<file path="src/rtl/divbyn_pkg.sv">
// Shared constants for the serial divisibility checker: divisor bounds,
// bit-order encoding and the remainder-width derivation.
package divbyn_pkg;

  localparam int DIVISOR_MIN = 2;
  localparam int DIVISOR_MAX = 255;

  typedef enum logic {
    MODE_MSB = 1'b0,
    MODE_LSB = 1'b1
  } mode_e;

  // ceil(log2(divisor)); bounded loop keeps it a legal constant function
  function automatic int rem_w_f(input int divisor);
    int w;
    w = 0;
    for (int i = 0; i < 9; i++) begin
      if ((1 << w) < divisor) w = w + 1;
    end
    return w;
  endfunction

endpackage

</file>
<file path="src/rtl/divbyn_serial_if.sv">
// Bit-stream input and divisibility result bundle for divbyn_serial.
interface divbyn_serial_if #(
  parameter int DIVISOR = 3,
  parameter int CNT_W   = 8
);
  localparam int REM_W = divbyn_pkg::rem_w_f(DIVISOR);

  logic             in_valid;
  logic             in_bit;
  logic             clr;
  logic             lsb_first;
  logic             out;
  logic [REM_W-1:0] rem;
  logic [CNT_W-1:0] nbits;

  modport master (output in_valid, in_bit, clr, lsb_first,
                  input  out, rem, nbits);
  modport slave  (input  in_valid, in_bit, clr, lsb_first,
                  output out, rem, nbits);

endinterface

</file>
<file path="src/rtl/divbyn_modadd.sv">
// Combinational (a + b) mod DIVISOR for operands already below DIVISOR:
// one extra carry bit and a single conditional subtract.
module divbyn_modadd
  import divbyn_pkg::*;
#(
  parameter int DIVISOR = 3,
  parameter int REM_W   = rem_w_f(DIVISOR)
) (
  input  logic [REM_W-1:0] a,
  input  logic [REM_W-1:0] b,
  output logic [REM_W-1:0] sum
);

  localparam logic [REM_W:0] DIV_EXT = (REM_W+1)'(DIVISOR);

  logic [REM_W:0] raw;
  logic [REM_W:0] reduced;

  always_comb begin
    raw     = {1'b0, a} + {1'b0, b};
    reduced = raw - DIV_EXT;
    sum     = (raw >= DIV_EXT) ? reduced[REM_W-1:0] : raw[REM_W-1:0];
  end

endmodule

</file>
<file path="src/rtl/divbyn_serial.sv">
// Serial divisibility checker: accumulates a bit stream (MSB- or LSB-first)
// as a running remainder modulo DIVISOR and flags when it reaches zero.
//
// mode_q   | meaning
// MODE_MSB | each bit doubles the remainder, then adds the bit
// MODE_LSB | each bit adds bit*weight; weight doubles mod DIVISOR
module divbyn_serial
  import divbyn_pkg::*;
#(
  parameter int DIVISOR = 3,
  parameter int CNT_W   = 8
) (
  input logic            clk,
  input logic            rstn,
  divbyn_serial_if.slave bus
);

  localparam int REM_W = rem_w_f(DIVISOR);
  localparam logic [REM_W-1:0] W_ONE = REM_W'(1);

  logic [REM_W-1:0] rem_q, rem_d;
  logic [REM_W-1:0] weight_q, weight_d;
  mode_e            mode_q, mode_d;
  logic [CNT_W-1:0] nbits_q, nbits_d;
  logic             out_q, out_d;

  // clr takes effect before a same-cycle accept, so the datapath sees cleared operands
  logic [REM_W-1:0] rem_base;
  logic [REM_W-1:0] weight_base;
  logic [REM_W-1:0] rem_dbl;
  logic [REM_W-1:0] msb_sum;
  logic [REM_W-1:0] lsb_term;
  logic [REM_W-1:0] lsb_sum;
  logic [REM_W-1:0] weight_dbl;

  assign rem_base    = bus.clr ? '0 : rem_q;
  assign weight_base = bus.clr ? W_ONE : weight_q;
  assign lsb_term    = bus.in_bit ? weight_base : '0;

  divbyn_modadd #(.DIVISOR(DIVISOR), .REM_W(REM_W)) u_rem_dbl (
    .a   (rem_base),
    .b   (rem_base),
    .sum (rem_dbl)
  );

  divbyn_modadd #(.DIVISOR(DIVISOR), .REM_W(REM_W)) u_msb_add (
    .a   (rem_dbl),
    .b   (REM_W'(bus.in_bit)),
    .sum (msb_sum)
  );

  divbyn_modadd #(.DIVISOR(DIVISOR), .REM_W(REM_W)) u_lsb_add (
    .a   (rem_base),
    .b   (lsb_term),
    .sum (lsb_sum)
  );

  divbyn_modadd #(.DIVISOR(DIVISOR), .REM_W(REM_W)) u_weight_dbl (
    .a   (weight_base),
    .b   (weight_base),
    .sum (weight_dbl)
  );

  always_comb begin
    rem_d    = rem_q;
    weight_d = weight_q;
    mode_d   = mode_q;
    nbits_d  = nbits_q;
    out_d    = out_q;

    if (bus.clr) begin
      rem_d    = '0;
      weight_d = W_ONE;
      nbits_d  = '0;
    end

    if (bus.in_valid) begin
      // bit order is latched only on the first bit of a number
      if (nbits_d == '0) mode_d = mode_e'(bus.lsb_first);
      if (mode_d == MODE_MSB) begin
        rem_d = msb_sum;
      end else begin
        rem_d    = lsb_sum;
        weight_d = weight_dbl;
      end
      if (nbits_d != '1) nbits_d = nbits_d + 1'b1;
    end

    out_d = (rem_d == '0);
  end

  always_ff @(posedge clk) begin
    if (!rstn) begin
      rem_q    <= '0;
      weight_q <= W_ONE;
      mode_q   <= MODE_MSB;
      nbits_q  <= '0;
      out_q    <= 1'b1;
    end else begin
      rem_q    <= rem_d;
      weight_q <= weight_d;
      mode_q   <= mode_d;
      nbits_q  <= nbits_d;
      out_q    <= out_d;
    end
  end

  assign bus.rem   = rem_q;
  assign bus.out   = out_q;
  assign bus.nbits = nbits_q;

endmodule

</file>
<file path="src/flat_wrapper.sv">
// flat-port wrapper written by rule: the top's interface ports become plain ports
module divbyn_serial_flat import divbyn_pkg::*;
#(
  parameter int DIVISOR = 3,
  parameter int CNT_W   = 8
)
  (clk, rstn, bus_in_valid, bus_in_bit, bus_clr, bus_lsb_first, bus_out, bus_rem, bus_nbits);
  divbyn_serial_if #(.DIVISOR(DIVISOR), .CNT_W(CNT_W)) bus_i ();
  input logic clk;
  input logic rstn;
  input wire logic [$bits(bus_i.in_valid)-1:0] bus_in_valid;
  input wire logic [$bits(bus_i.in_bit)-1:0] bus_in_bit;
  input wire logic [$bits(bus_i.clr)-1:0] bus_clr;
  input wire logic [$bits(bus_i.lsb_first)-1:0] bus_lsb_first;
  output wire logic [$bits(bus_i.out)-1:0] bus_out;
  output wire logic [$bits(bus_i.rem)-1:0] bus_rem;
  output wire logic [$bits(bus_i.nbits)-1:0] bus_nbits;
  assign bus_i.in_valid = bus_in_valid;
  assign bus_i.in_bit = bus_in_bit;
  assign bus_i.clr = bus_clr;
  assign bus_i.lsb_first = bus_lsb_first;
  assign bus_out = bus_i.out;
  assign bus_rem = bus_i.rem;
  assign bus_nbits = bus_i.nbits;
  divbyn_serial #(.DIVISOR(DIVISOR), .CNT_W(CNT_W)) u_core (.clk(clk), .rstn(rstn), .bus(bus_i));
endmodule
</file>
<file path="config.mk">
export PLATFORM = sky130hd
export DESIGN_NAME = divbyn_serial_flat
export DESIGN_NICKNAME = d
export VERILOG_FILES = /design/src/rtl/divbyn_pkg.sv /design/src/rtl/divbyn_serial_if.sv /design/src/rtl/divbyn_modadd.sv /design/src/rtl/divbyn_serial.sv /design/src/flat_wrapper.sv
export SDC_FILE = /design/constraint.sdc
export NUM_CORES = 1
export LEC_CHECK = 0
export BUFFER_PORTS_ARGS = -buffer_cell sky130_fd_sc_hd__buf_2
export CORE_MARGIN = 1
export CORE_UTILIZATION = 35
export CTS_BUF_LIST = sky130_fd_sc_hd__clkbuf_4
export DETAILED_ROUTE_END_ITERATION = 16
export PLACE_DENSITY_LB_ADDON = 0.2
export RECOVER_POWER = 25
export SLEW_MARGIN = 25
export SYNTH_ARGS = -nofsm -noshare
export SYNTH_HDL_FRONTEND = slang
export SYNTH_HIERARCHICAL = 1
export SYNTH_SLANG_ARGS = --single-unit
</file>
<file path="constraint.sdc">
create_clock -name clk -period 9.6 [get_ports clk]
set_input_delay 1.44 -clock clk [delete_from_list [all_inputs] [get_ports clk]]
set_output_delay 1.44 -clock clk [all_outputs]
set_load 0.05 [all_outputs]
</file>
==> out/qor.txt <==
setup TNS: 0 ns
outcome: completed
Total Routing Usage GR: 14.1%
Post-synth top cells: 22 x inv_1, 14 x dfxtp_1, 10 x ha_1, 9 x nand2_1, 8 x nor2_1
largest area contributor in the netlist: dfxtp_1
1st-iter DRT viols: 28
CORE AREA: 0.00315 mm²
synth top area cells: dfxtp_1 23%, ha_1 10%, inv_1 6.9%, fa_1 6.6%, nor3b_2 4.2%
first-pass iteration count of the detailed router: 4
internal power: 102 µW
Startpoint Class: input port
Initial Util: 38.2%
via count: 980
layout cell share with drive strength beyond 1: 15.7%
CP peak stage delay: 0.50 ns
first-pass GRT wire length: 3.88 mm
Overall Power: 161 µW
Most common cell on crit path: inv_1
CTS Buf Count: 3
gr ovfl total: 0
Setup crit end kind: register
Cell Rows: 20
multi-input logic area: 823 µm²
largest fanout on the critical path: 14
Register Area: 280 µm²
clock net sink count: 14
Die Ht: 60.7 µm
max cap viols: 0
synth warn: 6
hold_buf cts: 0
Worst path slowest cell: fa_1
GP Congestion: 0.754
Least-Margin Pin Slew: 0.595 ns
combinational share of power: 39.4%
I/O Pins: 17
top_reg_cell synth: dfxtp_1
WP data required: 9.79 ns
drt total wl: 2.26 mm
# nets final: 180
Arr. time, crit path: 5.16 ns
Diodes inserted: 0
syn avg cell area: 8.49 µm²
Synthesized Nets: 162
largest net degree at the start of global routing: 15
H-tree depth: 1
Netlist cell types: 39
DIE WIDTH: 60.7 µm
DR WL/cell: 11.1 µm
critical path class: in -> reg
Clk Tree Root Cell: clkbuf_4
DRC: 0
Synth Register Bits: 14
TritonCTS clock tree: done
CTS clk-pin slew, worst paths: 0.09 ns
Async S/R FF share, synth: 0%
RSZ-0062 raised after global routing: no
remaining antenna violation count after routing: 0
Pleak: 0.568 nW
worst-skew pair later-pin latency: 0.28 ns
f_max: 202 MHz
Slew HR: 60.5%
period utilization: 51.7%
final setup violation count: 0
die area: 0.00368 mm²
vias per inst: 4.83
CP bufs+invs: 6
top cell type's share of synthesized area: 23.3%
fin. max-slew vios: 0
register area share after synthesis: 23.3%
Setup Fix Bufs, Post-CTS: 0
vias in the first global route: 932
Flop pwr share: 38.6%
clk_skew: 0.00805 ns
Mapped Area: 0.00120 mm²
CP Cell Sequence: buf_2 -> nor2b_1 -> ha_1 -> inv_1 -> fa_1 -> inv_1 -> ha_1 -> nand3b_1 -> a21oi_1 -> ha_1 -> inv_1 -> fa_1 -> inv_1 -> ha_1 -> nand3b_1 -> a21oi_1 -> inv_1 -> a31oi_1 -> o221a_4 -> nor2_2
minimum clock period: 4.96 ns
Post-DP HPWL: 1.79 mm
Sw Pwr: 59.1 µW
clk buf depth: 2
filler instances: 341
Layout area overhead: 11.2%
Post-synth EDFFs: 0
family with the most delay on the worst path: adder cells
power per cell area: 120 mW/mm²
maximum vdd drop: 0.0000540 V
cells after synthesis: 142
antenna violations before repair: 0
most common cell in the netlist: inv_1
Sw Ratio: 36.6%
clock share of power: 22.0%
Fin. Hold Viols: 0
port buffer count: 16
cts repair resizes: 0
worst hold path class: reg -> reg
==> worst paths after layout <==
check	slack [ns]	cells after the start	endpoint	startpoint
max	4.64	20	u_core/bus.out$_SDFF_PN1_	bus_clr
min	0.50	2	u_core/mode_q$_SDFFE_PN0P_	u_core/mode_q$_SDFFE_PN0P_
max reg2reg	5.64	19	u_core/bus.out$_SDFF_PN1_	u_core/bus.rem[0]$_SDFF_PN0_
min reg2reg	0.50	2	u_core/mode_q$_SDFFE_PN0P_	u_core/mode_q$_SDFFE_PN0P_
==> layout make-up <==
cell class,instances,area share [%]
Clock buffer,3,1.68
Inverter,22,6.16
Tap cell,44,4.11
Multi-Input combinational cell,103,61.4
Timing Repair Buffer,16,5.42
Clock inverter,1,0.280
Sequential cell,14,20.9
==> metal layers <==
metal	share of wire [%]	GRT usage (%)	up-vias
li1	-	-	508
met1	47	16.8	453
met2	48	25.3	17
met3	4.6	4.05	2
met4	0.62	2.92	0
met5	0	0	-
==> flip-flops by register name, indices dropped and copies added (netlist names) <==
| signal | cells |
|---|---|
| u_core/bus.nbits | 8 |
| u_core/bus.out | 1 |
| u_core/bus.rem | 2 |
| u_core/mode_q | 1 |
| u_core/weight_q | 2 |
==> stage by stage <==
step           setup slack, ns  cell area [µm²]  cells  utilization [%]  hold slack (ns)
4_1_cts                   4.64             1350    203             42.7            0.502
5_1_grt                   4.35             1340    203             42.5            0.531
3_5_place_dp              4.34             1320    199             41.9            0.488
6_report                  4.64             1340    203             42.5            0.503
2_1_floorplan             4.73             1200    142                -            0.458
3_3_place_gp              4.46             1320    199             41.9            0.474
==> cells in the final DEF, fill, tap and decap left out, types with 3 or more instances in the layout <==
| master | count |
|---|---|
| inv_1 | 22 |
| dfxtp_1 | 14 |
| buf_2 | 10 |
| ha_1 | 10 |
| nand2_1 | 9 |
| nor2_1 | 8 |
| clkbuf_1 | 6 |
| nor2b_1 | 6 |
| and2_1 | 5 |
| nand2b_1 | 5 |
| nand3b_1 | 5 |
| xnor2_1 | 5 |
| a31oi_1 | 4 |
| nand3_1 | 4 |
| nor3b_2 | 4 |
| a21oi_1 | 4 |
| o21a_1 | 4 |
| fa_1 | 4 |
| clkbuf_4 | 3 |
| o21ai_0 | 3 |
==> cells by family (layout without fill, tap and decap cells) <==
kind of cell	Yosys count	count (layout)	share of synthesized area [%]
fa+ha+maj	14	14	17.0
flops	14	14	23.3
mux	3	3	2.91
xor+xnor	5	5	3.63
other cells	1	1	0.311
compound gates	21	21	14.3
buf+inv	25	42	8.41
simple gates	59	59	30.1
==> power groups by stage <==
stage | Clock [mW] | Sequential [mW] | Combinational [mW]
final | 0.0355 | 0.0624 | 0.0635
after global routing | 0.0403 | 0.0627 | 0.0727
after CTS | 0.0379 | 0.0623 | 0.0649
after detailed placement | 0 | 0.0637 | 0.0649
after global placement | 0 | 0.0636 | 0.0623
after floorplan | 0 | 0.0716 | 0.0453
==> tightest hold or removal path, cell delays in order (launching register included) <==
cell and delay, ns:
dfxtp_1 0.33, nand2_1 0.05, a21boi_0 0.07
Power figures use the tool's default switching activity.
